File: config.mk
export PLATFORM = sky130hd
export DESIGN_NAME = bin_bram_arbiter
export DESIGN_NICKNAME = d
export VERILOG_FILES = /design/src/rtl/bin_bram_pkg.sv /design/src/rtl/bin_rd_tag_pipe.sv /design/src/rtl/bin_bram_arbiter.sv
export SDC_FILE = /design/constraint.sdc
export NUM_CORES = 1
export LEC_CHECK = 0
export ABC_AREA = 1
export ABC_CLOCK_PERIOD_IN_PS = 2000
export CAP_MARGIN = 0
export CORE_MARGIN = 4
export CORE_UTILIZATION = 43
export CTS_CLUSTER_DIAMETER = 30
export DETAILED_ROUTE_END_ITERATION = 10
export PLACE_DENSITY_LB_ADDON = 0.1
export SYNTH_ARGS = -nofsm -noshare
export SYNTH_HDL_FRONTEND = slang
export SYNTH_SLANG_ARGS = --single-unit
File: constraint.sdc
create_clock -name clk -period 2 [get_ports clk]
set_clock_uncertainty 0.15 [all_clocks]
set_input_delay 0.4 -clock clk [delete_from_list [all_inputs] [get_ports clk]]
set_output_delay 0.4 -clock clk [all_outputs]
set_load 0.02 [all_outputs]
File: src/rtl/bin_bram_pkg.sv
// Shared definitions for the xy_bin RAM and its clients (tracer, scan-out, arbiter).
// The bin code width, address width and frame geometry live here so every client agrees on them.
package bin_bram_pkg;

    localparam int BIN_W  = 3;
    localparam int ADDR_W = 19;
    localparam int DEPTH  = 307200;
    localparam int H_RES  = 640;

    typedef enum logic {
        OWN_A = 1'b0,
        OWN_B = 1'b1
    } owner_e;

    typedef struct packed {
        logic   valid;
        owner_e owner;
        logic   oor;
    } rd_tag_t;

    function automatic logic addr_in_range(input logic [ADDR_W-1:0] addr,
                                           input int unsigned       depth);
        return ({13'd0, addr} < depth);
    endfunction

endpackage

File: src/rtl/bin_rd_tag_pipe.sv
// Fixed-depth shift register carrying one read tag per cycle.
// Clearing on reset discards every read still in flight.
module bin_rd_tag_pipe
    import bin_bram_pkg::*;
#(
    parameter int STAGES = 3
) (
    input  logic    clk,
    input  logic    rst_n,
    input  rd_tag_t i_tag,
    output rd_tag_t o_tag
);

    rd_tag_t r_stage [STAGES];

    // Shift tags toward the output stage, one stage per cycle
    always_ff @(posedge clk or negedge rst_n) begin
        if (!rst_n) begin
            for (int i = 0; i < STAGES; i++) begin
                r_stage[i] <= '0;
            end
        end else begin
            r_stage[0] <= i_tag;
            for (int i = 1; i < STAGES; i++) begin
                r_stage[i] <= r_stage[i-1];
            end
        end
    end

    assign o_tag = r_stage[STAGES-1];

endmodule

File: src/rtl/bin_bram_arbiter.sv
// Single-port xy_bin RAM arbiter: tracer (A, read/write) vs display scan-out (B, read only).
// B wins conflicts unless A has lost STARVE_LIMIT of them in a row.
module bin_bram_arbiter
    import bin_bram_pkg::*;
#(
    parameter int READ_LATENCY = 2,
    parameter int STARVE_LIMIT = 8,
    parameter int DEPTH        = bin_bram_pkg::DEPTH
) (
    input  logic              clk,
    input  logic              reset_n,
    input  logic              a_req,
    input  logic              a_we,
    input  logic [ADDR_W-1:0] a_addr,
    input  logic [BIN_W-1:0]  a_wdata,
    output logic              a_gnt,
    output logic              a_rvalid,
    output logic [BIN_W-1:0]  a_rdata,
    input  logic              b_req,
    input  logic [ADDR_W-1:0] b_addr,
    output logic              b_gnt,
    output logic              b_rvalid,
    output logic [BIN_W-1:0]  b_rdata,
    output logic              bram_en,
    output logic              bram_we,
    output logic [ADDR_W-1:0] bram_addr,
    output logic [BIN_W-1:0]  bram_din,
    input  logic [BIN_W-1:0]  bram_dout
);

    localparam logic [7:0] STARVE_MAX = 8'(STARVE_LIMIT);

    logic [7:0]        r_starve_cnt;
    logic              r_bram_en;
    logic              r_bram_we;
    logic [ADDR_W-1:0] r_bram_addr;
    logic [BIN_W-1:0]  r_bram_din;
    logic [BIN_W-1:0]  r_a_rdata;
    logic [BIN_W-1:0]  r_b_rdata;

    logic              w_a_gnt;
    logic              w_b_gnt;
    logic              w_a_in_range;
    logic              w_b_in_range;
    rd_tag_t           w_tag_in;
    rd_tag_t           w_tag_out;
    logic [BIN_W-1:0]  w_rdata;
    logic              w_a_rvalid;
    logic              w_b_rvalid;

    assign w_a_in_range = addr_in_range(a_addr, DEPTH);
    assign w_b_in_range = addr_in_range(b_addr, DEPTH);

    // Grant decision; gated by reset so no command is accepted while reset is held
    always_comb begin
        w_a_gnt = 1'b0;
        w_b_gnt = 1'b0;
        if (!reset_n) begin
            w_a_gnt = 1'b0;
            w_b_gnt = 1'b0;
        end else if (a_req && b_req) begin
            if (r_starve_cnt == STARVE_MAX) begin
                w_a_gnt = 1'b1;
            end else begin
                w_b_gnt = 1'b1;
            end
        end else if (a_req) begin
            w_a_gnt = 1'b1;
        end else if (b_req) begin
            w_b_gnt = 1'b1;
        end else begin
            w_a_gnt = 1'b0;
            w_b_gnt = 1'b0;
        end
    end

    // Count conflicts A has lost; saturates so A is guaranteed the next conflict
    always_ff @(posedge clk or negedge reset_n) begin
        if (!reset_n) begin
            r_starve_cnt <= 8'd0;
        end else if (w_a_gnt) begin
            r_starve_cnt <= 8'd0;
        end else if (a_req && w_b_gnt && (r_starve_cnt != STARVE_MAX)) begin
            r_starve_cnt <= r_starve_cnt + 8'd1;
        end else begin
            r_starve_cnt <= r_starve_cnt;
        end
    end

    // Register the winning command onto the RAM port; out-of-range commands never enable the RAM
    always_ff @(posedge clk or negedge reset_n) begin
        if (!reset_n) begin
            r_bram_en   <= 1'b0;
            r_bram_we   <= 1'b0;
            r_bram_addr <= '0;
            r_bram_din  <= '0;
        end else if (w_a_gnt) begin
            r_bram_en   <= w_a_in_range;
            r_bram_we   <= a_we & w_a_in_range;
            r_bram_addr <= a_addr;
            r_bram_din  <= a_wdata;
        end else if (w_b_gnt) begin
            r_bram_en   <= w_b_in_range;
            r_bram_we   <= 1'b0;
            r_bram_addr <= b_addr;
        end else begin
            r_bram_en   <= 1'b0;
            r_bram_we   <= 1'b0;
        end
    end

    // Build the tag for this cycle's grant; writes and idle cycles push an empty tag
    always_comb begin
        w_tag_in = '0;
        if (w_a_gnt) begin
            w_tag_in.valid = ~a_we;
            w_tag_in.owner = OWN_A;
            w_tag_in.oor   = ~w_a_in_range;
        end else if (w_b_gnt) begin
            w_tag_in.valid = 1'b1;
            w_tag_in.owner = OWN_B;
            w_tag_in.oor   = ~w_b_in_range;
        end else begin
            w_tag_in = '0;
        end
    end

    // One stage per cycle from grant to RAM output: issue cycle plus READ_LATENCY
    bin_rd_tag_pipe #(
        .STAGES (READ_LATENCY + 1)
    ) u_tag_pipe (
        .clk   (clk),
        .rst_n (reset_n),
        .i_tag (w_tag_in),
        .o_tag (w_tag_out)
    );

    assign w_rdata    = w_tag_out.oor ? 3'd0 : bram_dout;
    assign w_a_rvalid = w_tag_out.valid && (w_tag_out.owner == OWN_A);
    assign w_b_rvalid = w_tag_out.valid && (w_tag_out.owner == OWN_B);

    // Remember the last delivered word so rdata holds between responses
    always_ff @(posedge clk or negedge reset_n) begin
        if (!reset_n) begin
            r_a_rdata <= '0;
            r_b_rdata <= '0;
        end else begin
            r_a_rdata <= w_a_rvalid ? w_rdata : r_a_rdata;
            r_b_rdata <= w_b_rvalid ? w_rdata : r_b_rdata;
        end
    end

    assign a_gnt     = w_a_gnt;
    assign b_gnt     = w_b_gnt;
    assign a_rvalid  = w_a_rvalid;
    assign b_rvalid  = w_b_rvalid;
    assign a_rdata   = w_a_rvalid ? w_rdata : r_a_rdata;
    assign b_rdata   = w_b_rvalid ? w_rdata : r_b_rdata;
    assign bram_en   = r_bram_en;
    assign bram_we   = r_bram_we;
    assign bram_addr = r_bram_addr;
    assign bram_din  = r_bram_din;

endmodule

==> Word-level counts from Yosys, hierarchy flattened <==
Index checks and enable logic that the tools add are counted.
{ "op_classes": {"n_shift": 0, "div_mod_pow": 0, "n_mux": 21, "multipliers": 0, "add_sub_neg": 1, "eq_ne": 2, "order_cmp": 2, "reduce_logical": 7, "bitwise": 5} }
{ "ops": {"columns": ["operator", "n"], "rows": [
  ["19-bit < comparator (second input constant)", 2],
  ["19-bit 2-to-1 mux", 2],
  ["8-bit 2-to-1 mux", 2],
  ["3-bit 2-to-1 mux", 5],
  ["1-bit 2-to-1 mux", 12],
  ["8-bit by 1-bit adder with 8-bit output (second input constant)", 1],
  ["8-bit by 4-bit equality test with 1-bit output (second input constant)", 1],
  ["8-bit by 4-bit inequality test with 1-bit output (second input constant)", 1],
  ["1-bit logical AND", 5],
  ["1-bit NOT", 4],
  ["2-bit nonzero test", 2],
  ["1-bit AND", 1]
]} }
{ "totals": {"reg_bits": 47, "mem_bits_rw": 0, "latch_bits": 0, "out_inout_bits": 34, "rom_bits": 0, "inputBits": 49, "wordCells": 54, "n_memories": 0} }

==> Depth between registers and ports, before layout <==
Gate-level depths: netlist of run 1.
{ "logic_depth": {"word_depth": 8, "ltp_mapped": 9, "ltp_nobuf": 8} }

==> By module <==
Synthesis of run 1 repeated with hierarchy kept, for this count alone.
{ "unflattened": {"hier_cells": 294, "hier_area_um2": 2374.8} }
{ "by_module_without_submodules": {"columns": ["mod", "instances", "cells_each", "seq_area_each_um2", "area_each_um2"], "rows": [
  ["bin_bram_arbiter", 1, 282, 950.9, 2127.0],
  ["bin_rd_tag_pipe", 1, 12, 225.2, 247.7]
]} }

==> Least setup slack after synthesis of run 1 <==
No wires, ideal clock.
{ "synth_path": {"path_kind": "reg2out", "start": "register u_tag_pipe.r_stage (netlist bit u_tag_pipe.o_tag[1])", "end": "output a_rdata[0]", "arrival_time_ns": 1.239, "stages_incl_launch_ff": 3, "t_required_ns": 1.450, "setup_slack_ns": 0.211, "path_buffers": 0, "path_cell_list": "dfrtp_1 -> nor2_1 -> mux2_2"} }
{ "synth_between": {"elab_chain_cells": 3} }
{ "synth_lines": {"columns": ["item", "line_no", "rtl"], "rows": [
  ["start, declared", "bin_rd_tag_pipe.sv:14", "rd_tag_t r_stage [STAGES];"],
  ["start signal, assigned by index", "bin_rd_tag_pipe.sv:25", "r_stage[i] <= r_stage[i-1];"],
  ["1-bit NOT", "bin_bram_arbiter.sv:139", "assign w_a_rvalid = w_tag_out.valid && (w_tag_out.owner == OWN_A);"],
  ["1-bit logical AND", "bin_bram_arbiter.sv:139", null],
  ["net a_rvalid", "bin_bram_arbiter.sv:17", "output logic a_rvalid,"],
  ["3-bit 2-to-1 mux", "bin_bram_arbiter.sv:157", "assign a_rdata = w_a_rvalid ? w_rdata : r_a_rdata;"],
  ["end, declared", "bin_bram_arbiter.sv:18", "output logic [BIN_W-1:0] a_rdata,"]
]} }
The timed path passes the listed nets, and every way through them passes these cells.

==> Worst setup path in the final report of run 1 <==
{ "layout_path": {"start": "register r_starve_cnt[1]", "end": "output a_gnt"} }
{ "layout_between": {"elab_chain_cells": 4} }
{ "layout_lines": {"columns": ["item", "line_no", "rtl"], "rows": [
  ["start, declared", "bin_bram_arbiter.sv:33", "logic [7:0] r_starve_cnt;"],
  ["start signal, assigned", "bin_bram_arbiter.sv:84", "r_starve_cnt <= r_starve_cnt + 8'd1;"],
  ["start signal, assigned", "bin_bram_arbiter.sv:86", "r_starve_cnt <= r_starve_cnt;"],
  ["8-bit by 4-bit equality test with 1-bit output", "bin_bram_arbiter.sv:62", "if (r_starve_cnt == STARVE_MAX) begin"],
  ["1-bit 2-to-1 mux", "bin_bram_arbiter.sv:62", null],
  ["1-bit 2-to-1 mux", "bin_bram_arbiter.sv:61", "end else if (a_req && b_req) begin"],
  ["1-bit 2-to-1 mux", "bin_bram_arbiter.sv:58", "if (!reset_n) begin"],
  ["end, declared", "bin_bram_arbiter.sv:16", "output logic a_gnt,"]
]} }
Every way passes these cells.

==> summary.md, run 1 <==
| Metric | Value |
|---|---|
| Status | finished clean |
| First-pass GRT wire length | 8810 µm |
| CP Cell Sequence | inv_2 -> ha_4 -> nand3_4 -> o21ai_4 -> nand2_4 -> inv_2 -> buf_6 |
| Worst Hold Class | in2async |
| Setup crit start kind | flop |
| Pint | 0.00181 W |
| Cell at the root of the clock tree | clkbuf_8 |
| Reg2reg setup slack | 0.23 ns |
| IO buf count | 82 |
| Period utilization | 97.9% |
| Final Total Pwr | 0.00255 W |
| Share of layout cells above drive strength 1 | 14.8% |
| Most frequent cells in the layout | 91 x nand2_1, 71 x clkdlybuf4s50_1, 49 x inv_1 |
| Routed vias/inst | 4.42 |
| Filler cell count in the final layout | 442 |
| # setup viols final | 0 |
| WP depth | 7 |
| Clock power share | 27.4% |
| Antenna Nets Post-Route | 0 |
| Crit path launch | r_starve_cnt[1] |
| Buf/Inv on CP | 3 |
| Initial Util | 44.4% |
| Max Transition Viols Final | 0 |
| Synthesized instance count | 291 |
| HPWL after DPL | 3920 µm |
| Syn. warnings | 0 |
| Max-Slew Margin vs Limit | 72.4% |
| Final GP Congestion | 0.816 |
| Critical path capture point type | output port |
| Height of the die | 80.7 µm |
| CTS Buf Count | 5 |
| Max_cap viols | 0 |
| Hold Vio Cnt, Final | 0 |
| Seq. cell area | 1180 µm² |
| CTS H-tree depth | 2 |
| Number of global-route vias before repair | 1926 |
| Mapped Area | 2270 µm² |
| TritonCTS Sinks | 47 |
| Delay-heaviest family, CP | flip-flops |
| Syn Nets | 342 |
| CTS tree | built |
| Routed length per instance | 11.5 µm |
| Diode count | 0 |
| FP Rows | 26 |
| Arrival time worst endpoint | 1.41 ns |
| Cell Pwr Density | 736 nW/µm² |
| Nets | 448 |
| Crit path to | a_gnt |
| Multi-input gate area | 890 µm² |
| Die area | 6500 µm² |
| I/O pin count | 83 |
| Synthesized flop and latch total | 47 |
| Synth unique cells | 22 |
| Clk_lat worst skew | 0.30 ns |
| Slowest-stage cell, CP | dfrtp_1 |
| Fmax | 511 MHz |
| Final Hold Slack | 0.0432 ns |
| CP dominant cell by count | inv_2 |
| Flop pwr share | 43.7% |
| Reg2reg path depth | 9 |
| RSZ-0062 raised after global routing | true |
| Via count | 2069 |
| Slew at the pin closest to its max-slew limit | 0.414 ns |
| Area delta synth->final | 52.9% |
| Biggest cell delay along the critical path | 0.40 ns |
| RR Endpoint | bram_addr[3] |
| Core Box Area | 5110 µm² |
| Largest net degree at the start of global routing | 35 |
| Post-synthesis sequential area ratio | 51.8% |
| WP data required | 1.45 ns |
| Gate power share | 28.9% |
| Remaining Overflow, GRT | 0 |
| Critical path fanouts, max | 2 |
| Tot GR Track Use | 17.5% |
| Net Sw Power | 0.000743 W |
| Leak | 1.85 nW |
| Min Tclk post-route | 1.96 ns |
| Switching Share | 29.1% |
| Worst-path clk slew | 0.09 ns |
| Commonest non-fill, non-tap cell in the layout | nand2_1 |
| Worst vdd ir | 0.391 mV |
| Routed Wire Length | 5360 µm |
| Drt initial violations | 79 |
| Detailed-route DRC error count | 0 |
| Chip width | 80.7 µm |
| RR Startpoint | r_starve_cnt[1] |
| Initial antenna violation count | 0 |
| Pre-Repair DR Iteration Count | 4 |
| CP Class | reg2out |
| Mapped Avg Cell Area | 7.80 µm² |
| Clock Path Buffers | 2 |
-- registers in the layout, indices dropped and copies added, names as in the netlist --
register,flops
bram_en,1
r_a_rdata,3
bram_din,3
r_starve_cnt,8
u_tag_pipe.o_tag,3
u_tag_pipe.r_stage,6
bram_addr,19
bram_we,1
r_b_rdata,3
-- cell type report --
cell class | instances | area share, %
flip-flops and latches | 47 | 33.9
repair buffers | 108 | 28.8
multi-input cells | 181 | 25.6
inverters | 54 | 5.84
well taps | 70 | 2.52
clock buffers | 5 | 1.98
clock inverters | 3 | 1.37
-- worst register-to-register path: stages, from the launching register on --
cell,delay [ns]
dfrtp_1,0.40
inv_2,0.08
ha_4,0.14
nand3_4,0.07
o21ai_4,0.18
buf_4,0.13
buf_4,0.24
nand3_1,0.11
nand3_1,0.10
nand2_1,0.05
-- cells in the mapped netlist --
master | instances | area share, %
nand2_4 | 1 | 0.50
inv_1 | 51 | 8.4
xor2_1 | 2 | 0.77
inv_2 | 2 | 0.33
dfrtp_1 | 47 | 52
nand3_1 | 45 | 9.9
mux2_2 | 3 | 1.5
o21ai_2 | 1 | 0.39
a21oi_1 | 5 | 1.1
xnor2_1 | 2 | 0.77
o21ai_0 | 4 | 0.88
nand2_1 | 92 | 15
clkinv_1 | 1 | 0.17
nor2_1 | 19 | 3.1
clkbuf_1 | 2 | 0.33
nand3_2 | 1 | 0.44
buf_4 | 1 | 0.33
buf_6 | 2 | 0.99
ha_1 | 2 | 1.1
o21ai_1 | 2 | 0.44
buf_2 | 4 | 0.88
nand4_1 | 2 | 0.55
-- layer usage --
layer | track usage, % | part of all wire (%) | up-vias
li1 | - | - | 1095
met1 | 21.9 | 44 | 900
met2 | 29.6 | 48 | 70
met3 | 5.27 | 6.7 | 4
met4 | 4.05 | 0.86 | 0
met5 | 0 | 0 | -
-- what timing repair did --
item	CTS	global route
hold endpoints to repair	14	0
endpoints found under the setup margin	10	8
pin swaps	1	3
buffers inserted	0	1
hold buffers	1	0
gates cloned	0	0
gates resized for setup	34	21
-- power groups by stage --
stage          Combinational (W)  Clock [W]  Sequential [W]
5_1_grt                 0.000807   0.000765         0.00113
6_report                0.000739   0.000699         0.00112
3_5_place_dp            0.000726          0         0.00113
2_1_floorplan           0.000248          0         0.00121
4_1_cts                 0.000710   0.000726         0.00111
3_3_place_gp            0.000719          0         0.00113
-- kinds of logic (layout without fill, tap and decap cells) --
logic type / after synthesis / count (layout) / share of synthesized area (%)
AO/OA/AOI/OAI: 12 / 12 / 2.81
XOR/XNOR: 4 / 4 / 1.54
adder cells (fa/ha/maj): 2 / 2 / 1.10
buffers and inverters: 63 / 170 / 11.5
flip-flops: 47 / 47 / 51.8
multiplexers: 3 / 3 / 1.49
AND/OR/NAND/NOR: 160 / 160 / 29.8
-- metrics by stage --
step,utilization (%),setup slack [ns],instance area [µm²],TNS (ns),instances
finish,68.0,0.0429,3470,0,468
global route,68.0,-0.0476,3470,-0.0781,468
CTS,66.9,-0.0339,3420,-0.0339,467
detailed placement,64.6,-0.368,3300,-2.65,458
global placement,64.6,-0.323,3300,-2.49,458
floorplan,-,0.211,2270,0,291
-- how the worst min path moves through the flow --
| stage | endpoint | slack (ns) | cells after the start |
|---|---|---|---|
| after CTS | u_tag_pipe.r_stage[7] | 0.05 | 2 |
| after global placement | u_tag_pipe.r_stage[4] | 0.19 | 0 |
| after floorplan | bram_addr[0] | -0.05 | 0 |
| final | u_tag_pipe.r_stage[7] | 0.04 | 2 |
| after detailed placement | u_tag_pipe.r_stage[5] | 0.18 | 0 |
| after global routing | r_b_rdata[0] | 0.07 | 2 |
Note: power is estimated with default switching activity, not from simulation.
==> run 2, diff against run 1 <==
MAX_ROUTING_LAYER = met4   (was default)
==> summary.md, run 2 (synthesized netlist as in run 1, its figures left out) <==
| Metric | Value |
|---|---|
| Leak | 1.85 nW |
| Via count | 2071 |
| Clk_lat worst skew | 0.30 ns |
| Setup_tns | 0 ns |
| Reg2reg path depth | 9 |
| Arrival time worst endpoint | 1.41 ns |
| CTS H-tree depth | 2 |
| Critical path fanouts, max | 2 |
| Routed length per instance | 11.4 µm |
| Switching Share | 29.1% |
| Commonest non-fill, non-tap cell in the layout | nand2_1 |
| FP Rows | 26 |
| Area delta synth->final | 52.9% |
| Max_cap viols | 0 |
| Chip width | 80.7 µm |
| IO buf count | 82 |
| CP Cell Sequence | inv_2 -> ha_4 -> nand3_4 -> o21ai_4 -> nand2_4 -> inv_2 -> buf_6 |
| WP data required | 1.45 ns |
| Clock Path Buffers | 2 |
| Clock power share | 27.4% |
| Fmax | 511 MHz |
| Initial Util | 44.4% |
| TritonCTS Sinks | 47 |
| Filler cell count in the final layout | 442 |
| Die area | 6500 µm² |
| Net Sw Power | 0.000743 W |
| Slowest-stage cell, CP | dfrtp_1 |
| Routed vias/inst | 4.43 |
| Initial antenna violation count | 0 |
| CTS Buf Count | 5 |
| Worst vdd ir | 0.391 mV |
| Drt initial violations | 76 |
| Reg2reg setup slack | 0.23 ns |
| Core Box Area | 5110 µm² |
| CP Class | reg2out |
| Final core utilization | 68.0% |
| CP dominant cell by count | inv_2 |
| Most frequent cells in the layout | 91 x nand2_1, 71 x clkdlybuf4s50_1, 49 x inv_1 |
| Critical path capture point type | output port |
| Final GP Congestion | 0.828 |
| Max-Slew Margin vs Limit | 72.4% |
| Period utilization | 97.9% |
| Setup crit start kind | flop |
| Status | finished clean |
| Multi-input gate area | 890 µm² |
| Biggest cell delay along the critical path | 0.40 ns |
| Slew at the pin closest to its max-slew limit | 0.414 ns |
| RR Startpoint | r_starve_cnt[1] |
| Crit path launch | r_starve_cnt[1] |
| Worst-path clk slew | 0.09 ns |
| Hold Vio Cnt, Final | 0 |
| Nets | 448 |
| Pint | 0.00181 W |
| HPWL after DPL | 3920 µm |
| Largest net degree at the start of global routing | 35 |
| Remaining Overflow, GRT | 0 |
| Gate power share | 28.9% |
| Cell Pwr Density | 736 nW/µm² |
| Cell at the root of the clock tree | clkbuf_8 |
| Max FFs per register | 19 |
| RSZ-0062 raised after global routing | true |
| First-pass GRT wire length | 8810 µm |
| Max Transition Viols Final | 0 |
| Flop pwr share | 43.7% |
| Antenna Nets Post-Route | 0 |
| Pre-Repair DR Iteration Count | 4 |
| Crit path to | a_gnt |
| Diode count | 0 |
| CTS tree | built |
| RR Endpoint | bram_addr[3] |
| Routed Wire Length | 5350 µm |
| I/O pin count | 83 |
| Min Tclk post-route | 1.96 ns |
| # setup viols final | 0 |
| Height of the die | 80.7 µm |
| Share of layout cells above drive strength 1 | 14.8% |
| Worst Hold Class | in2async |
| Seq. cell area | 1180 µm² |
| Tot GR Track Use | 17.9% |
| Number of global-route vias before repair | 1932 |
| Detailed-route DRC error count | 0 |
-- run 2: cell counts in the layout (fill, tap and decap cells not counted) --
No cell type changed its count.
-- run 2: power by group through the flow --
stage                     clock, W  sequential, W  combinational [W]
final                     0.000699        0.00112           0.000739
after global routing      0.000761        0.00113           0.000807
after CTS                 0.000726        0.00111           0.000710
after detailed placement         0        0.00113           0.000726
after global placement           0        0.00113           0.000719
after floorplan                  0        0.00121           0.000248
-- run 2: area by class of cell --
type                       instances  share of cell area (%)
sequential                        47                    33.9
timing repair buffer             108                    28.8
multi-input combinational        181                    25.6
inverter                          54                    5.84
tap                               70                    2.52
clock buffer                       5                    1.98
clock inverter                     3                    1.37
-- run 2: worst min path at each step --
stage | start | endpoint | slack (ns) | depth (start not counted)
after floorplan | reset_n | bram_addr[0] | -0.05 | 0
after global placement | u_tag_pipe.r_stage[7] | u_tag_pipe.r_stage[4] | 0.19 | 0
after detailed placement | u_tag_pipe.r_stage[8] | u_tag_pipe.r_stage[5] | 0.18 | 0
after CTS | reset_n | u_tag_pipe.r_stage[7] | 0.05 | 2
after global routing | reset_n | r_b_rdata[0] | 0.07 | 2
final | reset_n | u_tag_pipe.r_stage[7] | 0.04 | 2
-- run 2: worst max-delay path, delay by kind of cell, from the launching register on --
kind / cells / cell delay, ns
flip-flops: 1 / 0.40
buffers and inverters: 3 / 0.25
AO/OA/AOI/OAI: 1 / 0.18
adder cells (fa/ha/maj): 1 / 0.14
AND/OR/NAND/NOR: 2 / 0.13
-- run 2: metrics by stage --
stage	power [W]	cell area, µm²	instances	hold slack, ns	worst slack [ns]
final	0.00255	3470	468	0.0431	0.0427
after global placement	0.00185	3300	458	0.185	-0.323
after global routing	0.00270	3470	468	0.0716	-0.0432
after floorplan	0.00146	2270	291	-0.0456	0.211
after CTS	0.00255	3420	467	0.0456	-0.0339
after detailed placement	0.00186	3300	458	0.185	-0.368
-- run 2: per-layer routing --
layer	GRT usage, %	up-vias	share of wire, %
met2	29.6	68	48
met3	4.26	6	6.7
met4	5.07	0	1.1
li1	-	1095	-
met5	-	-	0
met1	21.9	902	44
-- run 2: repair_timing --
action / in CTS / in global routing
buffers inserted: 0 / 1
hold buffers: 1 / 0
pin swaps: 1 / 3
gates resized for setup: 34 / 21
endpoints found under the hold margin: 14 / 0
setup endpoints to repair: 10 / 8
==> run 3, diff against run 2 <==
CELL_PAD_IN_SITES_DETAIL_PLACEMENT = 1   (was default)
CELL_PAD_IN_SITES_GLOBAL_PLACEMENT = 1   (was default)
CORE_UTILIZATION = 31   (was 43)
==> summary.md, run 3 (synthesized netlist as in run 1, its figures left out) <==
| Metric | Value |
|---|---|
| Max Transition Viols Final | 0 |
| Failing checks | setup timing |
| Worst Hold Class | in2async |
| Fmax | 498 MHz |
| Worst vdd ir | 0.302 mV |
| Pre-Repair DR Iteration Count | 4 |
| Final core utilization | 50.3% |
| Status | complete, but fails checks |
| Tot GR Track Use | 16.3% |
| Diode count | 0 |
| Die area | 8750 µm² |
| Chip width | 93.6 µm |
| Core Box Area | 6940 µm² |
| Area delta synth->final | 54.0% |
| CTS H-tree depth | 2 |
| TritonCTS Sinks | 47 |
| Largest net degree at the start of global routing | 42 |
| CP Cell Sequence | nor2_4 -> buf_6 -> mux2_4 -> buf_6 |
| I/O pin count | 83 |
| Detailed-route DRC error count | 0 |
| Worst-path clk slew | 0.10 ns |
| Remaining Overflow, GRT | 0 |
| Final Hold Slack | 0.0466 ns |
| Drt initial violations | 40 |
| Max_cap viols | 0 |
| Filler cell count in the final layout | 854 |
| PnR worst setup slack | -0.00716 ns |
| Most frequent cells in the layout | 91 x nand2_1, 71 x clkdlybuf4s50_1, 47 x inv_1, 47 x dfrtp_1, 45 x nand3_1 |
| Via count | 2205 |
| Critical path capture point type | output port |
| Max-Slew Margin vs Limit | 64.8% |
| CTS tree | built |
| Final GP Congestion | 0.774 |
| Cell at the root of the clock tree | clkbuf_8 |
| Commonest non-fill, non-tap cell in the layout | nand2_1 |
| Clock Path Buffers | 2 |
| # setup viols final | 1 |
| Slew at the pin closest to its max-slew limit | 0.528 ns |
| Buf/Inv on CP | 2 |
| Critical path fanouts, max | 3 |
| Initial Util | 32.7% |
| Cell Pwr Density | 712 nW/µm² |
| CP dominant cell by count | buf_6 |
| Clk_lat worst skew | 0.31 ns |
| CTS Buf Count | 5 |
| Routed length per instance | 13.2 µm |
| DP Area | 3330 µm² |
| Routed Wire Length | 6570 µm |
| Hold Vio Cnt, Final | 0 |
| IO buf count | 82 |
| Nets | 450 |
| Share of layout cells above drive strength 1 | 15.8% |
| Dpl ws | -0.387 ns |
| Routed vias/inst | 4.45 |
| Delay-heaviest family, CP | flip-flops |
| FP Rows | 30 |
| Leak | 1.84 nW |
| Min Tclk post-route | 2.01 ns |
| Height of the die | 93.6 µm |
| Slowest-stage cell, CP | dfrtp_1 |
| Antenna Nets Post-Route | 0 |
| Setup crit start kind | flop |
| Number of global-route vias before repair | 2344 |
| WP data required | 1.45 ns |
| First-pass GRT wire length | 11200 µm |
| Period utilization | 100% |
| Initial antenna violation count | 0 |
| Biggest cell delay along the critical path | 0.43 ns |
| RSZ-0062 raised after global routing | true |
| Design Area, Final | 3490 µm² |
| Max FFs per register | 19 |
| Arrival time worst endpoint | 1.46 ns |
| HPWL after DPL | 4960 µm |
| CP Class | reg2out |
## run 3: changes by cell type in the layout (fill, tap and decap cells not counted), moves of 2 or more
| cell | delta |
|---|---|
| inv_2 | +2 |
| clkbuf_2 | -2 |
| inv_1 | -2 |
| buf_2 | +3 |
## run 3: worst reg2reg max path, cell delays in order (launching register included)
cell,delay [ns]
dfrtp_1,0.40
inv_2,0.08
ha_4,0.14
nand3_4,0.08
o21ai_4,0.19
buf_4,0.27
nand3_1,0.11
nand3_1,0.10
nand2_1,0.05
## run 3: power by group
part / switching, W / leakage [nW] / internal [W]
Sequential: 0.0000572 / 0.596 / 0.00106
Combinational: 0.000383 / 1.20 / 0.000374
Clock: 0.000356 / 0.0452 / 0.000255
Total: 0.000797 / 1.84 / 0.00169
## run 3: per-layer routing
| metal | global-route usage [%] | vias to the layer above | wire, µm |
|---|---|---|---|
| met5 | - | - | 0 |
| met4 | 3.61 | 0 | 59 |
| met3 | 3.70 | 6 | 366 |
| met2 | 27.9 | 54 | 3240 |
| met1 | 19.8 | 1049 | 2900 |
| li1 | - | 1096 | - |
## run 3: area by class of cell
type | instances | area [µm²] | share of cell area (%)
clock buffers | 5 | 68.8 | 1.97
clock inverters | 3 | 25.0 | 0.716
inverters | 54 | 203 | 5.80
multi-input cells | 181 | 891 | 25.5
flip-flops and latches | 47 | 1180 | 33.7
well taps | 96 | 120 | 3.44
repair buffers | 110 | 1010 | 28.9
## run 3: stage by stage
stage | instances | setup TNS, ns | total power, W
floorplan | 291 | 0 | 0.00146
global placement | 484 | -2.49 | 0.00187
detailed placement | 484 | -2.80 | 0.00189
CTS | 494 | -0.207 | 0.00250
global route | 496 | -0.270 | 0.00265
finish | 496 | -0.00716 | 0.00249
## run 3: final timing paths
check | startpoint | slack (ns) | to | depth (start not counted)
worst max-delay path | u_tag_pipe.o_tag[1] | -0.007 | a_rdata[2] | 4
worst min-delay path | reset_n | 0.05 | r_starve_cnt[4] | 2
worst max register to register | r_starve_cnt[0] | 0.31 | bram_addr[14] | 8
worst min register to register | u_tag_pipe.r_stage[3] | 0.21 | u_tag_pipe.o_tag[0] | 0
max in group asynchronous | reset_n | 1.15 | r_starve_cnt[2] | 3
min in group clk | u_tag_pipe.r_stage[3] | 0.21 | u_tag_pipe.o_tag[0] | 0
## run 3: repair_timing
| item | CTS | global route |
|---|---|---|
| gates resized for setup | 45 | 13 |
| hold buffers | 1 | 0 |
| pin swaps | 3 | 1 |
| setup buffers | 1 | 3 |
| hold endpoints to repair | 7 | 0 |
| setup endpoints to repair | 10 | 8 |
==> variant, RTL diff (flow settings as in run 2) <==
The parameter `READ_LATENCY` goes from 2 to 4.
--- a/src/rtl/bin_bram_arbiter.sv
+++ b/src/rtl/bin_bram_arbiter.sv
@@ -3,7 +3,7 @@
 module bin_bram_arbiter
     import bin_bram_pkg::*;
 #(
-    parameter int READ_LATENCY = 2,
+    parameter int READ_LATENCY = 4,
     parameter int STARVE_LIMIT = 8,
     parameter int DEPTH        = bin_bram_pkg::DEPTH
 ) (
Check against the original RTL: not equivalent (a bounded check fails within 4 cycles, from zero or initial values and one cycle with reset_n low).
==> variant against run 2 <==
  * Area after synthesis up 6.6%
  * Power up 2.9%
  * Fmax down 0.27%
  * Via count up 4.2%
  * Wire length up 7.7%
  * Sequential cell count up 6
  * Hold slack worse by 0.027 ns
  * Count of clock-buffer cells in the layout up 1
  * Worst setup slack worse by 0.0053 ns
  * Design area up 3.6%
  * Critical path type unchanged
  * Largest power group unchanged
==> variant: results (changes against run 2) <==
- Status: completed (unchanged)
- Share of synthesized area occupied by flip-flops and latches: 54.8% (was 51.8%)
- Nets: 454 (was 448)
- Mapped Nets: 348 (was 342)
- Gr usage total: 18.3% (was 17.9%)
- Dominant cells by area after synthesis: dfrtp_1, nand2_1, nand3_1 (unchanged)
- Vias in the first global route: 2,187 (was 1,932)
- RePlAce Congestion: 0.814 (was 0.828)
- Number of DRC markers after the initial detailed-route iteration: 104 (was 76)
- Psw: 0.782 mW (was 0.743 mW)
- Highest fanout seen on the critical path: 4 (was 2)
- Fraction of final layout cells with drive strength greater than 1: 13.9% (was 14.8%)
- Number of fillers in the final layout: 495 (was 442)
- Sequential Power Share: 47.4% (was 43.7%)
- Global-route wire length before repair: 10,100 um (was 8810 um)
- End point of the critical path: a_rdata[2] (was a_gnt)
- Transition at the pin with the smallest max-transition slack: 0.465 ns (was 0.414 ns)
- Reg-to-reg endpoint: bram_addr[2]$_DFFE_PN0P_ (was bram_addr[3]$_DFFE_PN0P_)
- Most numerous cell types in the synthesized netlist: nand2_1, dfrtp_1, inv_1 (was nand2_1, inv_1, dfrtp_1)
- Post-Place Cells: 466 (was 458)
- Pwr Total: 2.63 mW (was 2.55 mW)
- Placed wire-length estimate after detailed placement: 4120 um (was 3920 um)
- IR drop worst, VDD: 351 uV (was 391 uV)
- Delay contributed by the slowest stage of the critical path: 0.35 ns (was 0.40 ns)
- Depth of the most critical reg-to-reg path: 8 (was 9)
- Via count: 2,159 (was 2,071)
- Mean instance size in the synthesized netlist: 8.15 sq um (was 7.80 sq um)
==> variant: cell types whose count changed after synthesis, sizes merged <==
cell / before / now
dfrtp: 47 / 53
==> variant: metal layers <==
layer / wire length (um) / vias to the layer above / GRT usage, %
li1: - / 1110 / -
met1: 2670 / 977 / 22.7
met2: 2710 / 70 / 29.8
met3: 342 / 2 / 4.46
met4: 36 / 0 / 5.50
met5: 0 / - / -
==> variant: what timing repair did <==
| item | 4_1_cts | 5_1_grt |
|---|---|---|
| setup endpoints to repair | 10 | 8 |
| gates resized for setup | 35 | 12 |
| hold buffers | 1 | 0 |
| pin swaps | 3 | 3 |
| endpoints found under the hold margin | 16 | 0 |
| setup buffers | 0 | 1 |
==> variant: kinds of logic after synthesis <==
group / after synthesis / share of synthesized area, %
multiplexers: 3 / 1.40
AO/OA/AOI/OAI: 12 / 2.64
adder cells (fa/ha/maj): 2 / 1.03
XOR/XNOR: 4 / 1.45
buffers and inverters: 63 / 10.8
flip-flops: 53 / 54.8
AND/OR/NAND/NOR: 160 / 27.9
==> variant: per-stage QoR <==
| step | setup TNS, ns | setup slack, ns |
|---|---|---|
| after global placement | -2.46 | -0.373 |
| after global routing | -0.205 | -0.0571 |
| after floorplan | 0 | 0.211 |
| final | 0 | 0.0375 |
| after detailed placement | -2.66 | -0.402 |
| after CTS | 0 | 0.00148 |
==> variant: worst reg2reg max path: cells and delay by family, from the launching register on <==
| kind | cells | cell delay, ns |
|---|---|---|
| adder cells (fa/ha/maj) | 1 | 0.14 |
| AO/OA/AOI/OAI | 1 | 0.19 |
| flip-flops | 1 | 0.40 |
| buffers and inverters | 2 | 0.36 |
| AND/OR/NAND/NOR | 4 | 0.33 |
==> variant: worst min-delay path by stage <==
stage	to	slack (ns)	cells after the start
6_report	u_tag_pipe.r_stage[13]$_DFF_PN0_	0.02	2
5_1_grt	u_tag_pipe.r_stage[13]$_DFF_PN0_	0.05	2
4_1_cts	u_tag_pipe.r_stage[13]$_DFF_PN0_	0.02	2
3_5_place_dp	u_tag_pipe.o_tag[1]$_DFF_PN0_	0.19	0
3_3_place_gp	u_tag_pipe.r_stage[10]$_DFF_PN0_	0.18	0
2_1_floorplan	bram_addr[0]$_DFFE_PN0P_	-0.05	0
==> variant: layout make-up <==
| class | instances | area, sq um | area share, % |
|---|---|---|---|
| inverter | 54 | 203 | 5.63 |
| sequential | 53 | 1330 | 36.9 |
| tap | 72 | 90.1 | 2.50 |
| timing repair buffer | 108 | 1000 | 27.9 |
| clock inverter | 2 | 17.5 | 0.487 |
| clock buffer | 6 | 82.6 | 2.30 |
| multi-input combinational | 181 | 875 | 24.3 |
